--- src/rtl/if_pkg.sv ---
// Shared types for the instruction-fetch stage: FIFO entry layout and FSM states.
package if_pkg;

    localparam int XLEN_DEFAULT = 32;

    typedef struct packed {
        logic [XLEN_DEFAULT-1:0] pc;
        logic [31:0]             instr;
    } fetch_entry_t;

    typedef enum logic {
        RST,
        RUN
    } if_state_t;

    localparam logic [31:0] NOP_INSTR = 32'h0000_0013;

endpackage

--- src/rtl/if_fetch_unit_if.sv ---
// Fetch-stage bus: instruction-memory port, redirect input and decode-side handshake.
interface if_fetch_unit_if #(
    parameter int XLEN = if_pkg::XLEN_DEFAULT
);
    logic            imem_req;
    logic [XLEN-1:0] imem_addr;
    logic [31:0]     imem_rdata;
    logic            redirect_valid;
    logic [XLEN-1:0] redirect_pc;
    logic            id_valid;
    logic            id_ready;
    logic [XLEN-1:0] id_pc;
    logic [31:0]     id_instr;

    modport master (
        output imem_req, imem_addr, id_valid, id_pc, id_instr,
        input  imem_rdata, redirect_valid, redirect_pc, id_ready
    );

    modport slave (
        input  imem_req, imem_addr, id_valid, id_pc, id_instr,
        output imem_rdata, redirect_valid, redirect_pc, id_ready
    );
endinterface

--- src/rtl/fetch_fifo.sv ---
// Small circular buffer of fetched {pc, instr} entries with synchronous flush.
// Latency: a push is visible at the head the cycle after the pushing edge.
// Backpressure: none internally; the producer must never push when full.
module fetch_fifo
    import if_pkg::*;
#(
    parameter int  DEPTH = 2,
    parameter type T     = fetch_entry_t,
    localparam int AW    = $clog2(DEPTH),
    localparam int CW    = $clog2(DEPTH + 1)
) (
    input  logic          clk_if,
    input  logic          reset,
    input  logic          push,
    input  T              push_dat,
    input  logic          pop,
    input  logic          flush,
    output T              head_dat,
    output logic          head_vld,
    output logic [CW-1:0] occupancy
);

    T              mem [DEPTH];
    logic [AW-1:0] wr_ptr;
    logic [AW-1:0] rd_ptr;
    logic [CW-1:0] count_q;

    function automatic logic [AW-1:0] ptr_inc(input logic [AW-1:0] p);
        return (p == AW'(DEPTH - 1)) ? '0 : p + 1'b1;
    endfunction

    always_ff @(posedge clk_if) begin
        if (reset) begin
            wr_ptr  <= '0;
            rd_ptr  <= '0;
            count_q <= '0;
            for (int i = 0; i < DEPTH; i++) mem[i] <= '0;
        end else if (flush) begin
            // flush wins over a same-edge push; a same-edge pop is already done
            wr_ptr  <= '0;
            rd_ptr  <= '0;
            count_q <= '0;
        end else begin
            if (push) begin
                mem[wr_ptr] <= push_dat;
                wr_ptr      <= ptr_inc(wr_ptr);
            end
            if (pop) rd_ptr <= ptr_inc(rd_ptr);
            count_q <= count_q + CW'(push) - CW'(pop);
        end
    end

    always_ff @(posedge clk_if) begin
        if (!reset) assert (!(push && !flush && count_q == CW'(DEPTH)));
    end

    assign head_dat  = mem[rd_ptr];
    assign head_vld  = (count_q != '0);
    assign occupancy = count_q;

endmodule

--- src/rtl/if_fetch_unit.sv ---
// Instruction fetch: owns the PC, issues sequential word reads, buffers {pc, instr} for decode.
// Latency: 2 cycles from imem_req to id_valid; 1 instr/cycle sustained.
// Backpressure: issue throttled so buffered + in-flight words never exceed BUF_DEPTH.
module if_fetch_unit
    import if_pkg::*;
#(
    parameter int              XLEN      = XLEN_DEFAULT,
    parameter logic [XLEN-1:0] RESET_PC  = '0,
    parameter int              BUF_DEPTH = 2
) (
    input  logic            clk_if,
    input  logic            reset,
    if_fetch_unit_if.master bus
);

    localparam int CW = $clog2(BUF_DEPTH + 1);

    if_state_t       state_q, state_d;
    logic [XLEN-1:0] pc_q;
    logic [XLEN-1:0] inflight_pc_q;
    logic            inflight_q;
    logic            kill_q;

    logic            issue, push, pop, flush;
    logic [CW:0]     pending;
    logic [CW-1:0]   occupancy;
    logic            head_vld;
    fetch_entry_t    push_dat, head_dat;

    assign pop     = head_vld & bus.id_ready;
    assign pending = {1'b0, occupancy} + {{CW{1'b0}}, inflight_q} - {{CW{1'b0}}, pop};

    always_comb begin
        state_d = state_q;
        issue   = 1'b0;
        push    = 1'b0;
        flush   = 1'b0;
        case (state_q)
            RST: state_d = RUN;
            RUN: begin
                flush = bus.redirect_valid;
                issue = !bus.redirect_valid && (pending < (CW + 1)'(BUF_DEPTH));
                push  = inflight_q && !kill_q && !bus.redirect_valid;
            end
            default: state_d = RST;
        endcase
    end

    always_ff @(posedge clk_if) begin
        if (reset) begin
            state_q       <= RST;
            pc_q          <= RESET_PC;
            inflight_q    <= 1'b0;
            inflight_pc_q <= '0;
            kill_q        <= 1'b0;
        end else begin
            state_q <= state_d;
            if (flush)      pc_q <= bus.redirect_pc & ~XLEN'(3);
            else if (issue) pc_q <= pc_q + XLEN'(4);
            inflight_q <= issue;
            if (issue) inflight_pc_q <= pc_q;
            // a response still owed to the old path must not land after the flush
            kill_q <= flush & inflight_q;
        end
    end

    assign push_dat.pc    = inflight_pc_q;
    assign push_dat.instr = bus.imem_rdata;

    fetch_fifo #(
        .DEPTH (BUF_DEPTH),
        .T     (fetch_entry_t)
    ) u_fifo (
        .clk_if    (clk_if),
        .reset     (reset),
        .push      (push),
        .push_dat  (push_dat),
        .pop       (pop),
        .flush     (flush),
        .head_dat  (head_dat),
        .head_vld  (head_vld),
        .occupancy (occupancy)
    );

    assign bus.imem_req  = issue;
    assign bus.imem_addr = pc_q;
    assign bus.id_valid  = head_vld;
    assign bus.id_pc     = head_dat.pc;
    assign bus.id_instr  = head_dat.instr;

endmodule

--- src/flat_wrapper.sv ---
// flat-port wrapper written by rule: the top's interface ports become plain ports
module if_fetch_unit_flat import if_pkg::*;
#(
    parameter int              XLEN      = XLEN_DEFAULT,
    parameter logic [XLEN-1:0] RESET_PC  = '0,
    parameter int              BUF_DEPTH = 2
)
  (clk_if, reset, bus_imem_req, bus_imem_addr, bus_id_valid, bus_id_pc, bus_id_instr, bus_imem_rdata, bus_redirect_valid, bus_redirect_pc, bus_id_ready);
  if_fetch_unit_if #(.XLEN(XLEN)) bus_i ();
  input  logic clk_if;
  input  logic reset;
  output wire logic [$bits(bus_i.imem_req)-1:0] bus_imem_req;
  output wire logic [$bits(bus_i.imem_addr)-1:0] bus_imem_addr;
  output wire logic [$bits(bus_i.id_valid)-1:0] bus_id_valid;
  output wire logic [$bits(bus_i.id_pc)-1:0] bus_id_pc;
  output wire logic [$bits(bus_i.id_instr)-1:0] bus_id_instr;
  input wire logic [$bits(bus_i.imem_rdata)-1:0] bus_imem_rdata;
  input wire logic [$bits(bus_i.redirect_valid)-1:0] bus_redirect_valid;
  input wire logic [$bits(bus_i.redirect_pc)-1:0] bus_redirect_pc;
  input wire logic [$bits(bus_i.id_ready)-1:0] bus_id_ready;
  assign bus_imem_req = bus_i.imem_req;
  assign bus_imem_addr = bus_i.imem_addr;
  assign bus_id_valid = bus_i.id_valid;
  assign bus_id_pc = bus_i.id_pc;
  assign bus_id_instr = bus_i.id_instr;
  assign bus_i.imem_rdata = bus_imem_rdata;
  assign bus_i.redirect_valid = bus_redirect_valid;
  assign bus_i.redirect_pc = bus_redirect_pc;
  assign bus_i.id_ready = bus_id_ready;
  if_fetch_unit #(.XLEN(XLEN), .RESET_PC(RESET_PC), .BUF_DEPTH(BUF_DEPTH)) u_core (.clk_if(clk_if), .reset(reset), .bus(bus_i));
endmodule
--- config.mk ---
export PLATFORM = sky130hd
export DESIGN_NAME = if_fetch_unit_flat
export DESIGN_NICKNAME = d
export VERILOG_FILES = /design/src/rtl/if_pkg.sv /design/src/rtl/if_fetch_unit_if.sv /design/src/rtl/fetch_fifo.sv /design/src/rtl/if_fetch_unit.sv /design/src/flat_wrapper.sv
export SDC_FILE = /design/constraint.sdc
export NUM_CORES = 1
export LEC_CHECK = 0
export ABC_AREA = 0
export BUFFER_PORTS_ARGS = -buffer_cell sky130_fd_sc_hd__buf_4
export CAP_MARGIN = 20
export CORE_ASPECT_RATIO = 0.75
export CORE_UTILIZATION = 35
export DETAILED_ROUTE_END_ITERATION = 12
export RECOVER_POWER = 50
export SLEW_MARGIN = 20
export SYNTH_ARGS = -nofsm -noshare
export SYNTH_HDL_FRONTEND = slang
export SYNTH_HIERARCHICAL = 1
export SYNTH_SLANG_ARGS = --single-unit
--- constraint.sdc ---
create_clock -name clk_if -period 4.3 [get_ports clk_if]
set_clock_uncertainty 0.1 [all_clocks]
set_input_delay 0.86 -clock clk_if [delete_from_list [all_inputs] [get_ports clk_if]]
set_output_delay 0.86 -clock clk_if [all_outputs]
set_load 0.01 [all_outputs]
==> run summary <==
status: complete, no violations
relative max-transition margin: 2.48%
pin count of the biggest net entering global routing: 73
Worst Reg-to-Reg Cells: 6
Post-Synth XOR/XNOR Area: 1.95%
Worst setup SP type: input port
Worst R2R End: u_core/u_fifo/mem[0][16]
row count: 49
grt ovf: 0
CTS Buf Count: 17
RR Startpoint: u_core/state_q
H-tree depth: 4
die area: 25800 sq um
drt drc: 0
RSZ-0062 raised after global routing: false
Worst EP arrival: 4.06 ns
# port buffers: 161
CTS tree: built
DRT Wirelength: 21.6 mm
Cells after Synth: 746
Resized cells post-CTS: 0
worst slew pin tran: 1.46 ns
reg2reg setup slack: 0.65 ns
Max Fclk: 259 MHz
warning count from the yosys run: 6
M1 GR Usage: 25.7%
Post-synth EDFFs: 128
Hold Path Sink: u_core/inflight_pc_q[13]
Worst path max stage delay: 1.06 ns
worst hold stages: 2
top cells by area, synth: edfxtp_1 (44%), dfxtp_1 (15%), and3_1 (9.5%)
most common cell in the netlist: and3_1
root buf cell: clkbuf_16
Layout Area Growth over Synthesis: 20.6%
mean routed wirelength per cell: 17.6 um
hold_buf cts: 0
largest family of logic cells by synthesized area: simple AND/OR/NAND/NOR gates
met2 Resource Use GR: 23.7%
worst-skew pair later-pin latency: 0.43 ns
Slew Limit Fails: 0
gpl congestion: 0.828
adder-cell share of the synthesized area: 0.795%
Critical Path, Cell by Cell: clkbuf_1 > nand2_1 > clkbuf_1 > inv_1 > nor2_4 > clkbuf_4 > and3_1
layout cells sized above 1: 28.3%
Setup Fix Bufs, Post-CTS: 0
vias in the first global route: 5768
Crit-path slowest cell: clkbuf_1
pwr/cell area: 377 nW/um^2
top cells by count, synth: and3_1 (134), edfxtp_1 (128), nand2_1 (81)
proportion of synthesized area in mux cells: 8.55%
Synth area leader: edfxtp_1
Synth Register Bits: 196
sequential fraction of the synthesis area: 59.1%
Worst Path Max Fanout: 72
Synth Area per Inst: 11.8 sq um
crit-path most repeated cell: clkbuf_1
Hold Path Origin: u_core/inflight_pc_q[13]
die span in y: 139 um
Die X: 185 um
antenna-violating nets left: 0
DRT Pass-1 Iters: 5
vias per cell: 5.05
GR Util met3: 4.00%
first-pass GRT wire length: 33.2 mm
worst min path class: reg -> reg
compound-gate portion of the synthesized area: 6.22%
Initial Utilization: 36.2%
fin crit share: 89.8%
Critical Path Start: bus_redirect_valid
LEAKAGE: 4.46 nW
antenna violations before repair: 0
CP required: 4.50 ns
CTS Buffer Depth: 2
vias: 6188
# nets final: 954
Max Cap Violations: 0
post-synth top area share: 43.6%
DR iter-0 viols: 443
setup_tns: 0 ns
CP endpoint kind: flip-flop
Tmin final: 3.86 ns
kind of critical path: in -> reg
# IOs: 166
gr usage total: 16.9%
Async S/R FF share, synth: 0%
Distinct cells, synth: 54
GRT busiest layer: met1
post-synthesis simple-gate area fraction: 18.4%
Final Util: 43.7%
final hold violation count: 0
ant diodes: 0
Mapped Area: 8810 sq um
Clock transition at path regs: 0.07 ns
Peak VDD IR: 273 uV
final setup fails: 0
CTS Sinks: 196
Primary FF master, synth: edfxtp_1
CORE AREA: 24300 sq um
hpwl dp: 12.8 mm
# fillers: 2328
[final cells by class]
class                   instances  area [sq um]  area share [%]
flip-flops and latches        196          5210            49.0
multi-input cells             481          3200            30.1
clock buffers                  20           459            4.32
clock inverters                12          93.8           0.883
inverters                      13          48.8           0.459
well taps                     331           414            3.90
repair buffers                172          1200            11.3
[worst max path at each step]
stage / depth (start not counted) / endpoint / slack [ns]
2_1_floorplan: 9 / bus_imem_req / 0.51
3_3_place_gp: 9 / bus_imem_req / 0.64
3_5_place_dp: 9 / bus_imem_req / 0.62
4_1_cts: 9 / bus_imem_req / 0.40
5_1_grt: 7 / u_core/u_fifo/mem[0][26] / 0.17
6_report: 7 / u_core/u_fifo/mem[0][16] / 0.44
[routing by layer]
layer  up-vias  share of wire, %
met5         -                 0
met4         0              0.88
met3        16               6.4
met2       198                42
met1      2986                51
li1       2988                 -
[report_power, final]
part | switching [mW] | internal [mW]
logic | 0.208 | 0.160
registers | 0.0552 | 2.07
clock network | 0.728 | 0.791
total | 0.991 | 3.02
[stage by stage]
step,cells,hold WS [ns],setup WS [ns],instance area (sq um),power [mW]
floorplan,751,0.340,0.514,8830,2.36
global placement,1193,0.349,0.638,10200,2.55
detailed placement,1193,0.356,0.615,10200,2.55
CTS,1225,0.366,0.398,10800,4.08
global route,1225,0.387,0.167,10600,4.18
finish,1225,0.363,0.440,10600,4.01
[worst max-delay path, delay by kind of cell]
kind / cells / cell delay, ns
and+or+nand+nor: 3 / 0.57
buffers and inverters: 4 / 2.58
[cell usage in the layout (no fill, tap or decap), types with 3 or more instances in the layout]
cell type	Yosys	final
nor4_4	3	3
conb_1	1	6
inv_1	12	12
xnor2_1	8	8
or2_2	3	3
xor2_1	9	9
nand2_1	81	81
clkbuf_16	0	18
clkinv_2	0	3
mux2_2	66	66
and2_1	4	3
o21ai_0	20	20
nand4_1	16	16
ha_1	4	4
nor3_1	8	8
edfxtp_1	128	128
dfxtp_1	68	67
clkbuf_1	21	34
a21oi_1	51	51
and3_1	134	134
buf_12	0	3
a31oi_1	6	6
nand3_1	9	9
nor2_1	17	17
inv_6	0	3
buf_4	9	134
[cell families after synthesis]
group | Yosys count
and+or+nand+nor | 289
DFF | 196
AOI/OAI and AO/OA | 96
buffers and inverters | 74
muxes | 67
xor gates and xnor gates | 18
adders and majority gates | 5
other | 1
[flip-flops by register name, indices dropped and copies added (netlist names), named ones only]
| name | cells |
|---|---|
| u_core/state_q | 1 |
| u_core/u_fifo/wr_ptr | 1 |
| u_core/u_fifo/rd_ptr | 1 |
| u_core/bus.imem_addr | 30 |
| u_core/kill_q | 1 |
| u_core/u_fifo/mem | 128 |
| u_core/u_fifo/occupancy | 2 |
| u_core/inflight_pc_q | 30 |
| u_core/inflight_q | 1 |
Note: power is estimated with default switching activity, not from simulation.
